### config.mk
export PLATFORM = sky130hd
export DESIGN_NAME = conv_stream_feeder_flat
export DESIGN_NICKNAME = d
export VERILOG_FILES = /design/src/rtl/conv_stream_feeder_if.sv /design/src/rtl/conv_stream_feeder.sv /design/src/flat_wrapper.sv
export SDC_FILE = /design/constraint.sdc
export NUM_CORES = 1
export LEC_CHECK = 0
export CELL_PAD_IN_SITES_DETAIL_PLACEMENT = 0
export CELL_PAD_IN_SITES_GLOBAL_PLACEMENT = 1
export CORE_ASPECT_RATIO = 0.8
export CORE_MARGIN = 3
export CORE_UTILIZATION = 43
export DETAILED_ROUTE_END_ITERATION = 16
export PLACE_DENSITY = 0.84
export SYNTH_ARGS = -nofsm -noshare
export SYNTH_HDL_FRONTEND = slang
export SYNTH_SLANG_ARGS = --single-unit
### constraint.sdc
create_clock -name M_AXIS_ACLK -period 5 [get_ports M_AXIS_ACLK]
set_input_delay 1 -clock M_AXIS_ACLK [delete_from_list [all_inputs] [get_ports M_AXIS_ACLK]]
set_output_delay 1 -clock M_AXIS_ACLK [all_outputs]
set_load 0.03 [all_outputs]
### src/rtl/conv_stream_feeder_if.sv
// AXI4-Stream bundle carrying the filter and image packets out of the feeder.
interface conv_stream_feeder_if #(
  parameter int DATA_W = 16
);
  logic                  M_AXIS_TVALID;
  logic [DATA_W-1:0]     M_AXIS_TDATA;
  logic [DATA_W/8-1:0]   M_AXIS_TKEEP;
  logic                  M_AXIS_TLAST;
  logic                  M_AXIS_TREADY;

  modport master (
    output M_AXIS_TVALID, M_AXIS_TDATA, M_AXIS_TKEEP, M_AXIS_TLAST,
    input  M_AXIS_TREADY
  );

  modport slave (
    input  M_AXIS_TVALID, M_AXIS_TDATA, M_AXIS_TKEEP, M_AXIS_TLAST,
    output M_AXIS_TREADY
  );
endinterface

### src/rtl/conv_stream_feeder.sv
// Reads a filter then an image from 1-cycle memory and streams them as two AXI4-Stream packets.
// Latency: start -> first read 1 cycle, first TVALID 3 cycles; one beat per cycle under TREADY=1.
// Backpressure: reads issue only while FIFO+in-flight can absorb them; TDATA/TLAST hold while stalled.
module conv_stream_feeder #(
  parameter int ADDR_W   = 16,
  parameter int DATA_W   = 16,
  parameter int FILT_LEN = 9
) (
  input  logic              M_AXIS_ACLK,
  input  logic              M_AXIS_ARESETN,
  input  logic              start,
  input  logic [ADDR_W-1:0] filt_base,
  input  logic [ADDR_W-1:0] img_base,
  input  logic [31:0]       img_len,
  output logic              mem_rd_en,
  output logic [ADDR_W-1:0] mem_addr,
  input  logic [DATA_W-1:0] mem_rdata,
  conv_stream_feeder_if.master m_axis,
  output logic              busy,
  output logic              done,
  output logic              len_err
);

  typedef enum logic [1:0] {IDLE, FILT, IMG, DRAIN} state_t;

  // Assert asynchronously, release two edges after ARESETN rises.
  logic [1:0] rst_sync_q;
  logic       rst_n;
  always_ff @(posedge M_AXIS_ACLK or negedge M_AXIS_ARESETN) begin
    if (!M_AXIS_ARESETN) rst_sync_q <= 2'b00;
    else                 rst_sync_q <= {rst_sync_q[0], 1'b1};
  end
  assign rst_n = rst_sync_q[1];

  state_t            state_q;
  logic [31:0]       idx_q;
  logic [31:0]       img_len_q;
  logic [ADDR_W-1:0] filt_base_q;
  logic [ADDR_W-1:0] img_base_q;
  logic              busy_q, done_q, len_err_q;
  logic              inflight_q, tag_q;

  logic [DATA_W:0]   fifo_q [2];
  logic              rd_ptr_q, wr_ptr_q;
  logic [1:0]        cnt_q;

  logic              pop, push, rd_last, head_vld;
  logic [2:0]        occ_d;

  assign head_vld = (cnt_q != 2'd0);
  assign pop      = head_vld && m_axis.M_AXIS_TREADY;
  assign push     = inflight_q;

  // Entries that will be held next cycle if nothing new is issued now.
  assign occ_d     = {1'b0, cnt_q} + {2'b00, inflight_q} - {2'b00, pop};
  assign mem_rd_en = ((state_q == FILT) || (state_q == IMG)) && (occ_d <= 3'd1);
  assign mem_addr  = ((state_q == FILT) ? filt_base_q : img_base_q) + idx_q[ADDR_W-1:0];
  assign rd_last   = ((state_q == FILT) && (idx_q == 32'(FILT_LEN - 1))) ||
                     ((state_q == IMG)  && (idx_q == img_len_q - 32'd1));

  assign m_axis.M_AXIS_TVALID = head_vld;
  assign m_axis.M_AXIS_TDATA  = fifo_q[rd_ptr_q][DATA_W-1:0];
  assign m_axis.M_AXIS_TLAST  = head_vld && fifo_q[rd_ptr_q][DATA_W];
  assign m_axis.M_AXIS_TKEEP  = '1;

  assign busy    = busy_q;
  assign done    = done_q;
  assign len_err = len_err_q;

  always_ff @(posedge M_AXIS_ACLK or negedge rst_n) begin
    if (!rst_n) begin
      fifo_q[0] <= '0;
      fifo_q[1] <= '0;
      rd_ptr_q  <= 1'b0;
      wr_ptr_q  <= 1'b0;
      cnt_q     <= 2'd0;
    end else begin
      if (push) begin
        fifo_q[wr_ptr_q] <= {tag_q, mem_rdata};
        wr_ptr_q         <= ~wr_ptr_q;
      end
      if (pop) rd_ptr_q <= ~rd_ptr_q;
      cnt_q <= cnt_q + {1'b0, push} - {1'b0, pop};
    end
  end

  always_ff @(posedge M_AXIS_ACLK or negedge rst_n) begin
    if (!rst_n) begin
      state_q     <= IDLE;
      idx_q       <= 32'd0;
      img_len_q   <= 32'd0;
      filt_base_q <= '0;
      img_base_q  <= '0;
      busy_q      <= 1'b0;
      done_q      <= 1'b0;
      len_err_q   <= 1'b0;
      inflight_q  <= 1'b0;
      tag_q       <= 1'b0;
    end else begin
      done_q     <= 1'b0;
      len_err_q  <= 1'b0;
      inflight_q <= mem_rd_en;
      tag_q      <= mem_rd_en && rd_last;
      case (state_q)
        IDLE: begin
          if (start) begin
            if ((img_len == 32'd0) || ((img_len % 32'd3) != 32'd0)) begin
              len_err_q <= 1'b1;
            end else begin
              filt_base_q <= filt_base;
              img_base_q  <= img_base;
              img_len_q   <= img_len;
              idx_q       <= 32'd0;
              busy_q      <= 1'b1;
              state_q     <= FILT;
            end
          end
        end
        FILT: begin
          if (mem_rd_en) begin
            if (rd_last) begin
              idx_q   <= 32'd0;
              state_q <= IMG;
            end else begin
              idx_q <= idx_q + 32'd1;
            end
          end
        end
        IMG: begin
          if (mem_rd_en) begin
            if (rd_last) state_q <= DRAIN;
            else         idx_q   <= idx_q + 32'd1;
          end
        end
        DRAIN: begin
          // Filter TLAST has always left the FIFO before DRAIN, so any TLAST here ends the image.
          if (pop && m_axis.M_AXIS_TLAST) begin
            busy_q  <= 1'b0;
            done_q  <= 1'b1;
            state_q <= IDLE;
          end
        end
        default: state_q <= IDLE;
      endcase
    end
  end

endmodule

### src/flat_wrapper.sv
// flat-port wrapper written by rule: the top's interface ports become plain ports
module conv_stream_feeder_flat 
#(
  parameter int ADDR_W   = 16,
  parameter int DATA_W   = 16,
  parameter int FILT_LEN = 9
)
  (M_AXIS_ACLK, M_AXIS_ARESETN, start, filt_base, img_base, img_len, mem_rd_en, mem_addr, mem_rdata, busy, done, len_err, m_axis_M_AXIS_TVALID, m_axis_M_AXIS_TDATA, m_axis_M_AXIS_TKEEP, m_axis_M_AXIS_TLAST, m_axis_M_AXIS_TREADY);
  conv_stream_feeder_if #(.DATA_W(DATA_W)) m_axis_i ();
  input  logic M_AXIS_ACLK;
  input  logic M_AXIS_ARESETN;
  input  logic start;
  input  logic [ADDR_W-1:0] filt_base;
  input  logic [ADDR_W-1:0] img_base;
  input  logic [31:0] img_len;
  output logic mem_rd_en;
  output logic [ADDR_W-1:0] mem_addr;
  input  logic [DATA_W-1:0] mem_rdata;
  output logic busy;
  output logic done;
  output logic len_err;
  output wire logic [$bits(m_axis_i.M_AXIS_TVALID)-1:0] m_axis_M_AXIS_TVALID;
  output wire logic [$bits(m_axis_i.M_AXIS_TDATA)-1:0] m_axis_M_AXIS_TDATA;
  output wire logic [$bits(m_axis_i.M_AXIS_TKEEP)-1:0] m_axis_M_AXIS_TKEEP;
  output wire logic [$bits(m_axis_i.M_AXIS_TLAST)-1:0] m_axis_M_AXIS_TLAST;
  input wire logic [$bits(m_axis_i.M_AXIS_TREADY)-1:0] m_axis_M_AXIS_TREADY;
  assign m_axis_M_AXIS_TVALID = m_axis_i.M_AXIS_TVALID;
  assign m_axis_M_AXIS_TDATA = m_axis_i.M_AXIS_TDATA;
  assign m_axis_M_AXIS_TKEEP = m_axis_i.M_AXIS_TKEEP;
  assign m_axis_M_AXIS_TLAST = m_axis_i.M_AXIS_TLAST;
  assign m_axis_i.M_AXIS_TREADY = m_axis_M_AXIS_TREADY;
  conv_stream_feeder #(.ADDR_W(ADDR_W), .DATA_W(DATA_W), .FILT_LEN(FILT_LEN)) u_core (.M_AXIS_ACLK(M_AXIS_ACLK), .M_AXIS_ARESETN(M_AXIS_ARESETN), .start(start), .filt_base(filt_base), .img_base(img_base), .img_len(img_len), .mem_rd_en(mem_rd_en), .mem_addr(mem_addr), .mem_rdata(mem_rdata), .m_axis(m_axis_i), .busy(busy), .done(done), .len_err(len_err));
endmodule
After elaboration in Yosys (flattened, before gate mapping). Index checks and enable logic that the tools add are counted.

Mux-type cells: 31. $add $sub $neg: 7. Div/mod/pow operators: 1. Reduce and logical (&&, ||, !) cells: 21. Bitwise operators: 5. Order comparisons: 4. Equality and inequality tests: 13.

Operator list (number): two-way mux 32 bit (6); one-hot mux 32 bit (3 select lines) (1); two-way mux 17 bit (4); bitwise mux 34 bit (1); adder 32 x 1 -> 32 bit (second input constant) (1); == test 32 bit (1); == test 32 x 4 -> 1 bit (second input constant) (1); zero test 32 bit (1); modulo 32 x 2 -> 32 bit (second input constant) (1); nonzero test 32 bit (1); subtractor 32 x 1 -> 32 bit (second input constant) (1); demux 17 bit (select 1 bit) (1); adder 16 bit (1); two-way mux 16 bit (1); two-way mux 2 bit (7); inequality test 2 x 1 -> 1 bit (second input constant) (5); logical AND 1 bit (8); two-way mux 1 bit (8); one-hot mux 2 bit (4 select lines) (1); AND reduction 7 bit (1); inequality test 2 bit (second input constant) (3); AND reduction 6 bit (1); == test 2 bit (second input constant) (2); greater-or-equal comparator 2 bit (second input constant) (2); other kinds (16) (22).

Output and inout port bits: 40. Register bits after elaboration: 143. Input port bits: 84. Logic and storage cells: 98.

Logic depth before layout (Yosys ltp).
Depth in word-level cells: 8. Mapped depth: 40. Gate-level depth less buffers: 33.

Least setup slack after synthesis. OpenSTA, ideal clock, no wires.

Path type: input -> register. Start: input port img_len[26]. End: register u_core.idx_q[30]. Path buffers: 5. Stages on the path: 38. Library setup time: 0.118 ns. Slack: -4.225 ns. Arrival time: 9.106 ns. Required time: 4.882 ns. Path through: or3b_1 > o211a_1 > o32a_1 > and2_1 > buf_6 > a311oi_2 > o2111ai_2 > a2111oi_1 > nor2_1 > a32o_1 > o31ai_2 > o311a_2 > mux2_4 > nand4_2 > o21ai_1 > or3_1 > a221o_1 > and2_1 > [... 2 more ...] > o211a_2 > a21oi_4 > xnor2_1 > nor2_1 > ha_1 > clkbuf_1 > nor2_1 > o211ai_1 > o21ai_0 > ha_1 > nand3b_1 > a311oi_1 > a32oi_1 > o21a_1 > buf_6 > buf_6 > a211o_1 > a21o_1.

Cells in the longest elaborated chain, start to end: 5. Elaborated cells on any way between the ends: 6. Those cells by class: div: 1; eq/ne: 1; reduce/logical: 4.

Ends and longest elaborated chain: start: declaration (line flat_wrapper.sv:15) `input logic [31:0] img_len;`; modulo 32 x 2 -> 32 bit (line conv_stream_feeder.sv:107) `if ((img_len == 32'd0) || ((img_len % 32'd3) != 32'd0)) begin`; nonzero test 32 bit (line conv_stream_feeder.sv:107); logical OR 1 bit * (line conv_stream_feeder.sv:107); inequality test 2 bit (no source line) *; AND reduction 6 bit (no source line) *; end signal: assignment (line conv_stream_feeder.sv:125) `idx_q <= idx_q + 32'd1;`; end signal: assignment (line conv_stream_feeder.sv:132) `else idx_q <= idx_q + 32'd1;`; end: declaration (line conv_stream_feeder.sv:36) `logic [31:0] idx_q;`.

Every way passes the cells marked *; elsewhere a longest branch is shown, timed or not. A chain may end at the register's enable or synchronous reset.

Worst setup path in the final report.
Start: input port img_len[26]. End: register u_core.filt_base_q[2].

Cells in the longest elaborated chain, start to end: 5. Elaborated cells on any way between the ends: 6. Those cells by class: div: 1; bitwise: 1; reduce/logical: 4.

Ends and longest elaborated chain: modulo 32 x 2 -> 32 bit (line conv_stream_feeder.sv:107); nonzero test 32 bit (line conv_stream_feeder.sv:107); logical OR 1 bit * (line conv_stream_feeder.sv:107); NOT 1 bit (no source line) *; AND reduction 3 bit (no source line) *; end signal: assignment (line conv_stream_feeder.sv:110) `filt_base_q <= filt_base;`; end: declaration (line conv_stream_feeder.sv:38) `logic [ADDR_W-1:0] filt_base_q;`.

Marked as above.

==> reports/qor.txt <==
====================================================================================================
IO buf count                                                                                     121
Count of vias placed by the detailed router                                                   10,500
Placed cell count                                                                              1,734
Worst-case clock skew                                                                      0.0166 ns
Area of the core region                                                                   24,600 um2
CP Max Fanout                                                                                     32
Number of global-route vias before repair                                                     10,300
Clock buffers created by TritonCTS                                                                17
Proportion of synthesized flip-flops having asynchronous set or reset                           1.00
Number of sinks on the clock net                                                                 143
Routed wire length per instance                                                              18.7 um
Max-slew violation total from the final report                                                     0
Final cell count without fillers                                                               1,832
Vias/cell                                                                                       5.73
Root buf cell                                                                           sky130_fd_sc_hd__clkbuf_16
Overflow left after global routing                                                                 0
Number of buffers on the longest clock path                                                        2
Distinct cells, synth                                                                             94
Clock tree from TritonCTS                                                                      built
Required time at the endpoint of the critical path                                           5.31 ns
Overall die area                                                                          27,200 um2
Post-synthesis to final-layout area growth                                                     47.0%
Post-route worst hold slack                                                                 0.357 ns
Drt drc                                                                                            0
Insertion delay of the later-clocked pin in the worst-skew pair                              0.44 ns
Arrival time of the worst setup path                                                         8.97 ns
Number of core rows                                                                               51
Violations in the final reports                                                         negative setup slack
Standard cell with the maximum stage delay on the critical path                         sky130_fd_sc_hd__or3b_1
Most frequent cells in the layout                                                       229 x sky130_fd_sc_hd__buf_4, 142 x sky130_fd_sc_hd__dfrtp_1, 107 x sky130_fd_sc_hd__clkdlybuf4s50_1
Number of search-and-repair iterations in the first detailed-routing pass                          5
Post-synthesis instance area                                                              10,900 um2
CTS H-tree lvls                                                                                    4
Most frequent cell on the critical path                                                 sky130_fd_sc_hd__buf_4
ANT nets after route                                                                               0
Diode insertion count for antenna repair                                                           0
Peak VDD IR                                                                                   307 uV
Total routing resource utilization after global routing                                        0.235
Sequential share of the synthesized area                                                       0.330
Final setup vio count                                                                            102
Launching element type of the critical path                                             primary input
Share of final-layout standard cells stronger than drive strength 1                            0.354
Width of the die                                                                              184 um
Actual slew at the worst max-slew pin                                                       0.996 ns
Nets                                                                                           1,613
Largest net degree at the start of global routing                                                 62
Delay of the slowest cell on the worst path                                                  0.37 ns
Gate count of the mapped netlist                                                               1,166
Post-synth EDFFs                                                                                   0
Iteration-0 DRC count of the detailed router                                                     681
Portion of the clock cycle consumed by the worst path in the final layout                       1.73
Path type of the worst setup path                                                       primary input to flip-flop
Yosys reg bits                                                                                   143
Fmax achieved                                                                                115 MHz
Yosys warning count                                                                                0
Hold/Removal Path Class                                                                 flip-flop to flip-flop
Starting Density                                                                               0.442
Post-synth top flop                                                                     sky130_fd_sc_hd__dfrtp_1
Outcome                                                                                 complete, but fails checks
Final Hold Viols                                                                                   0
Global-route wire length before repair                                                     52,600 um
DRT Wirelength                                                                             34,200 um
Power density over cell area                                                              498 nW/um2
Count of boundary I/O pins                                                                       124
Die height                                                                                    148 um
P_leak                                                                                       6.87 nW
Minimum clock period                                                                         8.66 ns
Final worst setup slack                                                                     -3.66 ns
Final-layout setup total negative slack                                                   -358.80 ns
Syn Area/Cell                                                                               9.31 um2
Slew HR                                                                                        0.335
Max-Cap Viols                                                                                      0
RSZ-0062 raised after global routing                                                             yes
Number of antenna violations at the first check in global routing                                  0
Routability-driven placement congestion ratio                                                  0.872
Clock-pin slew reported for the worst setup and hold paths after clock tree synthesis        0.07 ns
Worst Setup End Kind                                                                       flip-flop
Commonest non-fill, non-tap cell in the layout                                          sky130_fd_sc_hd__buf_4
Half-perimeter wire length of the detailed placement result                                23,000 um
====================================================================================================
layout make-up:
class | instances | area, um2
Clock buffer | 18 | 439
Clock inverter | 14 | 180
Fill cell | 1887 | 8610
Inverter | 52 | 195
Multi-Input combinational cell | 909 | 7720
Sequential cell | 143 | 3580
Tap cell | 318 | 398
Timing Repair Buffer | 378 | 3440
cell families after synthesis:
| group | after synthesis | share of synthesized area |
|---|---|---|
| simple gates | 394 | 0.189 |
| mux | 144 | 0.148 |
| xor+xnor | 63 | 0.0508 |
| buf+inv | 118 | 0.0487 |
| fa+ha+maj | 28 | 0.0337 |
| other cells | 1 | 0.000346 |
| compound gates | 275 | 0.200 |
| flops | 143 | 0.330 |
through the flow:
| step | util | total power, mW | instance area [um2] | worst slack, ns |
|---|---|---|---|---|
| final | 0.649 | 7.95 | 16000 | -3.66 |
| after global routing | 0.649 | 8.37 | 16000 | -3.95 |
| after CTS | 0.618 | 7.53 | 15200 | -3.58 |
| after detailed placement | 0.563 | 5.79 | 13800 | -5.01 |
| after global placement | 0.563 | 5.68 | 13800 | -4.85 |
| after floorplan | - | 4.55 | 11100 | -3.81 |
synth_stat cells, drive strengths merged (6+ instances only):
cell	count	area, um2
a2111oi	8	86.3
a211o	30	263
a211oi	8	72.6
a21o	14	105
a21oi	41	216
a22o	24	210
a311oi	6	65.1
a31o	6	52.6
a31oi	13	81.3
a41oi	7	68.8
and2	7	43.8
and3	10	67.6
buf	22	168
clkbuf	44	165
dfrtp	143	3580
ha	26	325
inv	52	195
mux2	130	1470
mux2i	14	140
nand2	85	322
nand2b	20	125
nand3	35	175
nand3b	7	52.6
nand4	13	87.6
nor2	89	347
nor2b	22	138
nor3	25	125
nor3b	6	45.0
nor4	26	169
o211a	7	70.1
o211ai	10	75.1
o21ai	27	135
o21bai	11	82.6
o31ai	6	55.1
or2	14	87.6
or3	20	125
xnor2	41	359
xor2	22	193
path summary, 6_finish.rpt:
path	start	to	slack [ns]	depth (start not counted)
max in group asynchronous	u_core.rst_sync_q[1]	u_core.idx_q[29]	3.46	1
setup / recovery	img_len[26]	u_core.filt_base_q[2]	-3.66	43
hold reg to reg	u_core.rst_sync_q[0]	u_core.rst_sync_q[1]	0.36	0
hold / removal	u_core.rst_sync_q[0]	u_core.rst_sync_q[1]	0.36	0
setup reg to reg	u_core.img_len_q[0]	u_core.idx_q[31]	-0.01	25
min in group asynchronous	u_core.rst_sync_q[1]	u_core.fifo_q[27]	0.41	0
routing by layer:
layer | part of all wire | global-route usage | wire length [um] | up-vias
li1 | - | - | - | 5007
met1 | 0.46 | 0.337 | 15800 | 5129
met2 | 0.47 | 0.373 | 16100 | 306
met3 | 0.052 | 0.0406 | 1780 | 47
met4 | 0.014 | 0.0544 | 490 | 2
met5 | 0.00094 | 0.00909 | 32 | -
timing repair:
item,CTS,global route
hold buffers,0,0
setup endpoints to repair,106,103
pin swaps,50,86
gates cloned,7,5
resized for setup,101,92
buffers inserted,28,29
worst max-delay path, delay by kind of cell:
kind,cells,cell delay [ns]
fa+ha+maj,2,0.46
buf+inv,10,1.50
compound gates,17,3.20
mux,1,0.34
xor+xnor,1,0.10
simple gates,12,2.30
flip-flops by register name, summed over array words and instances, names as in the netlist:
name / cells
u_core.fifo_q: 34
u_core.idx_q: 32
u_core.img_len_q: 32
u_core.filt_base_q: 16
u_core.img_base_q: 16
u_core.cnt_q: 2
u_core.rst_sync_q: 2
u_core.state_q: 2
u_core.busy: 1
u_core.done: 1
u_core.inflight_q: 1
u_core.len_err: 1
u_core.rd_ptr_q: 1
u_core.tag_q: 1
u_core.wr_ptr_q: 1
report_power, final:
group	leakage (nW)	internal (mW)	switching [mW]
Clock	0.291	0.806	0.552
Combinational	4.79	2.30	2.32
Sequential	1.79	1.58	0.388
Total	6.87	4.69	3.26
Note: power is estimated with default switching activity, not from simulation.
